**src/rtl/fetch_stage_8085.sv**
```systemverilog
// Instruction-fetch front end for the 8085 pipeline.
// Holds the fetch PC and issues one byte read per cycle to a synchronous ROM.
// Returned bytes are queued with their addresses in a small prefetch FIFO.
// Decode consumes from the FIFO with valid/ready. A redirect flushes everything
// and restarts fetch at the new address.
module fetch_stage_8085 #(
    parameter int ADDR_W = 8,
    parameter int DATA_W = 8,
    parameter int DEPTH  = 4
) (
    input  logic                     clk,
    input  logic                     rst_n,
    output logic [ADDR_W-1:0]        imem_addr,
    output logic                     imem_rd,
    input  logic [DATA_W-1:0]        imem_data,
    input  logic                     redirect,
    input  logic [ADDR_W-1:0]        redirect_pc,
    output logic [DATA_W-1:0]        instr,
    output logic [ADDR_W-1:0]        instr_pc,
    output logic                     instr_valid,
    input  logic                     instr_ready,
    output logic [ADDR_W-1:0]        pc,
    output logic [$clog2(DEPTH):0]   q_count
);

    localparam int PTR_W = $clog2(DEPTH);
    localparam int CNT_W = PTR_W + 1;
    // Occupancy is count plus the single in-flight read, so it needs one extra bit.
    localparam logic [CNT_W:0] DEPTH_OCC = (CNT_W + 1)'(DEPTH);

    logic [ADDR_W-1:0] pc_q, pc_d;
    logic [ADDR_W-1:0] addr_q, addr_d;
    logic              inflight_q, inflight_d;
    logic [PTR_W-1:0]  wr_q, wr_d;
    logic [PTR_W-1:0]  rd_q, rd_d;
    logic [CNT_W-1:0]  cnt_q, cnt_d;

    logic [DATA_W-1:0] data_mem [DEPTH];
    logic [ADDR_W-1:0] addr_mem [DEPTH];

    logic [CNT_W:0]    occ;
    logic              issue;
    logic              push;
    logic              pop;

    // Issue/push/pop decisions. Redirect overrides everything: no issue, the
    // returning byte is dropped and the head is not consumed. The reset term is
    // applied only on the external strobe; the flops are held by the async reset.
    always_comb begin
        occ   = {1'b0, cnt_q} + {{CNT_W{1'b0}}, inflight_q};
        issue = ~redirect & (occ < DEPTH_OCC);
        push  = inflight_q & ~redirect;
        pop   = (cnt_q != '0) & instr_ready & ~redirect;
    end

    // Next-state for PC, the return-address pipeline and the FIFO bookkeeping.
    always_comb begin
        pc_d       = pc_q;
        addr_d     = addr_q;
        inflight_d = issue;
        wr_d       = wr_q;
        rd_d       = rd_q;
        cnt_d      = cnt_q;
        if (redirect) begin
            pc_d  = redirect_pc;
            wr_d  = '0;
            rd_d  = '0;
            cnt_d = '0;
        end else begin
            if (issue) begin
                pc_d   = pc_q + ADDR_W'(1);
                addr_d = pc_q;
            end
            if (push) wr_d = wr_q + PTR_W'(1);
            if (pop)  rd_d = rd_q + PTR_W'(1);
            case ({push, pop})
                2'b10:   cnt_d = cnt_q + CNT_W'(1);
                2'b01:   cnt_d = cnt_q - CNT_W'(1);
                default: cnt_d = cnt_q;
            endcase
        end
    end

    // Control state register with asynchronous active-low reset.
    always_ff @(posedge clk or negedge rst_n) begin
        if (!rst_n) begin
            pc_q       <= '0;
            addr_q     <= '0;
            inflight_q <= 1'b0;
            wr_q       <= '0;
            rd_q       <= '0;
            cnt_q      <= '0;
        end else begin
            pc_q       <= pc_d;
            addr_q     <= addr_d;
            inflight_q <= inflight_d;
            wr_q       <= wr_d;
            rd_q       <= rd_d;
            cnt_q      <= cnt_d;
        end
    end

    // FIFO storage: byte plus the address it was fetched from; no reset needed
    // because entries are only visible while counted.
    always_ff @(posedge clk) begin
        if (push) begin
            data_mem[wr_q] <= imem_data;
            addr_mem[wr_q] <= addr_q;
        end
    end

    // Outputs; head fields are forced to zero while the FIFO is empty.
    always_comb begin
        imem_addr   = pc_q;
        imem_rd     = issue & rst_n;
        instr_valid = (cnt_q != '0);
        instr       = instr_valid ? data_mem[rd_q] : '0;
        instr_pc    = instr_valid ? addr_mem[rd_q] : '0;
        pc          = pc_q;
        q_count     = cnt_q;
    end

endmodule
```
**config.mk**
```make
export PLATFORM = sky130hd
export DESIGN_NAME = fetch_stage_8085
export DESIGN_NICKNAME = d
export VERILOG_FILES = /design/src/rtl/fetch_stage_8085.sv
export SDC_FILE = /design/constraint.sdc
export NUM_CORES = 1
export LEC_CHECK = 0
export ABC_AREA = 0
export CAP_MARGIN = 20
export CORE_MARGIN = 2
export CORE_UTILIZATION = 56
export CTS_BUF_LIST = sky130_fd_sc_hd__clkbuf_8
export DETAILED_ROUTE_END_ITERATION = 8
export PLACE_DENSITY = 0.78
export SYNTH_ARGS = -nofsm -noshare
export SYNTH_HDL_FRONTEND = slang
export SYNTH_SLANG_ARGS = --single-unit
```
**constraint.sdc**
```tcl
create_clock -name clk -period 2.4 [get_ports clk]
set_clock_uncertainty 0.1 [all_clocks]
set_input_delay 0.48 -clock clk [delete_from_list [all_inputs] [get_ports clk]]
set_output_delay 0.48 -clock clk [all_outputs]
set_load 0.01 [all_outputs]
```
==> out/qor.txt, run 1 <==
Crit-path leading delay family = multiplexers
Worst hold margin = 0.4031 ns
All-layer global routing usage = 19.26%
Top sig layer = met4
CTS tree = built
Top Ports = 57
Status = finished with violations
Failing checks = DRC
GP Congestion = 0.8020
ANT nets after route = 0
# DRC = 4
Max_slew headroom = 75.25%
Root buffer cell = clkbuf_8
Gr ovfl total = 0
Mapped Avg Cell Area = 16.98 um2
Core Area = 6422 um2
Pin count of the biggest net entering global routing = 25
Crit path top cell by count = buf_6
Max incr delay on CP = 0.47 ns
Initial antenna violation count = 0
# port buffers = 56
Area Overhead vs Synth = 24.11%
Synthesized net count = 247
Pre-Repair DR Iteration Count = 6
# setup viols final = 0
Chip Width = 85.86 um
TritonCTS Buffers = 9
Static Leakage = 0.001724 uW
Post-synthesis cell count = 221
Clk_lat worst skew = 0.35 ns
Met2 routed WL = 3.099 mm
RSZ-0062 raised after global routing = false
Die height = 85.86 um
Multiplexer area fraction after synthesis = 13.24%
Flip-flop and latch count after synthesis = 88
Crit path launch = rd_q[0]
Initial DRC count = 92
Post-synthesis simple-gate area fraction = 8.403%
Fin. Hold Viols = 0
Top-area cell type share of the netlist area = 51.22%
R2R Path Start = q_count[1]
Global-route wire length before repair = 10.58 mm
Row cnt = 29
Final worst path period share = 97.53%
Wire per inst = 17.16 um
Yosys top cell by area = edfxtp_1
Slew @ Worst Pin = 0.3701 ns
PD cells = 891.3 nW/um2
Top cells by area, synth = edfxtp_1, dfrtp_1, mux4_2
Cell chain of the critical path = buf_12 -> buf_6 -> mux4_2 -> and2_4 -> buf_6
Final wirelength = 6.453 mm
Crit path required time = 1.82 ns
Hold/Removal Path Class = input pin to async pin
Seq/Total Area, Yosys = 67.22%
Max Clk Rate = 0.4272 GHz
Max_cap viols = 0
# clock sinks = 88
Max Slew Vio Count = 0
WS Path Type = register to output port
Synthesized area = 3752 um2
Starting Density = 58.43%
Vias in the first global route = 2112
Htree depth = 3
Total number of vias = 2032
CP Capture Type = output port
Layout cells sized above 1 = 29.77%
Nets = 320
Max stage delay cell, worst path = mux4_2
YS warnings = 0
Largest family of logic cells by synthesized area = multiplexers
Metal3 WL = 351 um
Maximum vdd ir drop = 428.2 uV
Post-layout min period = 2.341 ns
Hold-fix buffers, CTS = 0
Met1 wire length = 2.902 mm
Clock Tree Buf Depth = 2
Clk pin slew, worst setup/hold paths = 0.09 ns
Antenna diodes = 0
Dpl hpwl = 4.378 mm
Setup_tns = 0 ns
CP Buf/Inv Count = 3
Synth cell types = 37
Critical Path Source Type = register
Final core occ = 72.51%
Worst-path fanout max = 5
Compound-Gate Fraction of Synth Area = 2.434%
Drt via density = 5.404
Die ar. = 7371 um2
Post-Synth Adder-Cell Area = 2.201%
Critical path arrival = 1.76 ns
XOR/XNOR Fraction of Synth Area = 3.034%
metal layers:
metal  GRT usage (%)  vias to the layer above
met5               0                        -
met3           4.235                       11
met4           7.359                        0
li1                -                      966
met1           26.95                      992
met2           30.11                       63
report_power, final:
group | switching (uW) | internal [uW] | leakage (uW)
logic | 512 | 655 | 0.000751
registers | 150 | 1850 | 0.000879
clock network | 504 | 480 | 0.0000933
total | 1170 | 2990 | 0.00172
timing repair:
item / 4_1_cts / 5_1_grt
setup endpoints to repair: 18 / 15
gates cloned: 1 / 0
buffers inserted: 3 / 0
pin swaps: 0 / 0
gates resized for setup: 58 / 12
cell type report:
type                       instances  area (um2)
timing repair buffer              80       735.7
sequential                        88        2524
tap                               77       96.34
fill                             417        1765
clock buffer                       9       123.9
multi-input combinational        112        1095
clock inverter                     7       71.32
inverter                           3       11.26
placed cells by master, fill, tap and decap left out, drive strengths merged:
master         netlist  routed
or3                  2       2
and2                21      21
xor2                 6       6
bufinv               0       1
xnor2                7       7
a31oi                1       1
clkinvlp             0       2
and3                 2       2
nor2                 5       5
fa                   1       1
nor3b                2       2
and4                 1       1
nor2b                1       1
edfxtp              64      64
ha                   5       5
clkdlybuf4s50        0      39
o21ai                9       9
clkbuf               3      17
mux4                16      16
nand4b               1       1
inv                  3       4
nand3                3       3
buf                 15      32
a22oi                1       1
o31ai                1       1
nand2                8       8
a21oi                1       1
nor3                 5       5
and3b                1       1
mux2                 9       9
dfrtp               24      24
clkinv               0       3
dlygate4sd2          0       1
nand4                1       1
mux2i                2       2
per-stage QoR:
| step | setup slack [ns] | instance area, um2 | std cells | total power [uW] |
|---|---|---|---|---|
| after floorplan | 0.2383 | 3752 | 221 | 2674 |
| after global placement | -0.05681 | 4511 | 357 | 3207 |
| after detailed placement | -0.05620 | 4511 | 357 | 3243 |
| after CTS | 0.003156 | 4716 | 377 | 4227 |
| after global routing | 0.01205 | 4657 | 376 | 4374 |
| final | 0.05933 | 4657 | 376 | 4151 |
worst register-to-register path: cells and delay by family, from the launching register on:
| family | cells | cell delay [ns] |
|---|---|---|
| AO/OA/AOI/OAI | 2 | 0.49 |
| AND/OR/NAND/NOR | 3 | 0.47 |
| flip-flops | 1 | 0.40 |
| adder cells (fa/ha/maj) | 1 | 0.39 |
| buffers and inverters | 1 | 0.17 |
final timing paths:
| check | slack (ns) | cells past startpoint | to |
|---|---|---|---|
| setup / recovery | 0.06 | 5 | instr_pc[0] |
| hold / removal | 0.40 | 2 | imem_addr[1] |
| setup reg to reg | 0.27 | 7 | q_count[2] |
| hold reg to reg | 0.42 | 0 | addr_mem[0][6] |
| max in group asynchronous | 1.53 | 2 | rd_q[0] |
| min in group clk | 0.42 | 0 | addr_mem[0][6] |
sequential cells by signal, indices dropped and copies added (netlist names):
register and cells:
addr_mem 32, addr_q 8, data_mem 32, imem_addr 8, inflight_q 1, q_count 3
rd_q 2, wr_q 2
cells in the mapped netlist:
master / instances
nor3_1: 4
buf_1: 2
o21ai_0: 7
mux4_2: 12
o21ai_1: 2
nand4_1: 1
fa_1: 1
nand4b_1: 1
nand3_1: 3
and2_1: 21
and3b_1: 1
ha_1: 5
mux2_2: 9
inv_1: 3
edfxtp_1: 64
and4_1: 1
xor2_1: 6
nor3b_1: 2
buf_2: 2
a21oi_1: 1
a22oi_1: 1
a31oi_2: 1
nor2b_1: 1
mux2i_1: 2
nor3_4: 1
buf_4: 9
mux4_1: 4
and3_4: 1
and3_1: 1
nor2_1: 5
or3_1: 2
dfrtp_1: 24
o31ai_4: 1
buf_6: 2
clkbuf_1: 3
xnor2_1: 7
nand2_1: 8
cells by family after synthesis:
logic type               Yosys count
flip-flops                        88
AND/OR/NAND/NOR                   53
multiplexers                      27
buffers and inverters             21
AO/OA/AOI/OAI                     13
XOR/XNOR                          13
adder cells (fa/ha/maj)            6
(Power assumes the default switching activity.)
==> run 2: changes to the inputs <==
--- a/config.mk
+++ b/config.mk
@@ -6,7 +6,6 @@
 export NUM_CORES = 1
 export LEC_CHECK = 0
 export ABC_AREA = 0
-export CAP_MARGIN = 20
 export CORE_MARGIN = 2
 export CORE_UTILIZATION = 56
 export CTS_BUF_LIST = sky130_fd_sc_hd__clkbuf_8
==> results of run 2 <==
Same layout as run 1: the final DEF is identical, and so are final timing and power.
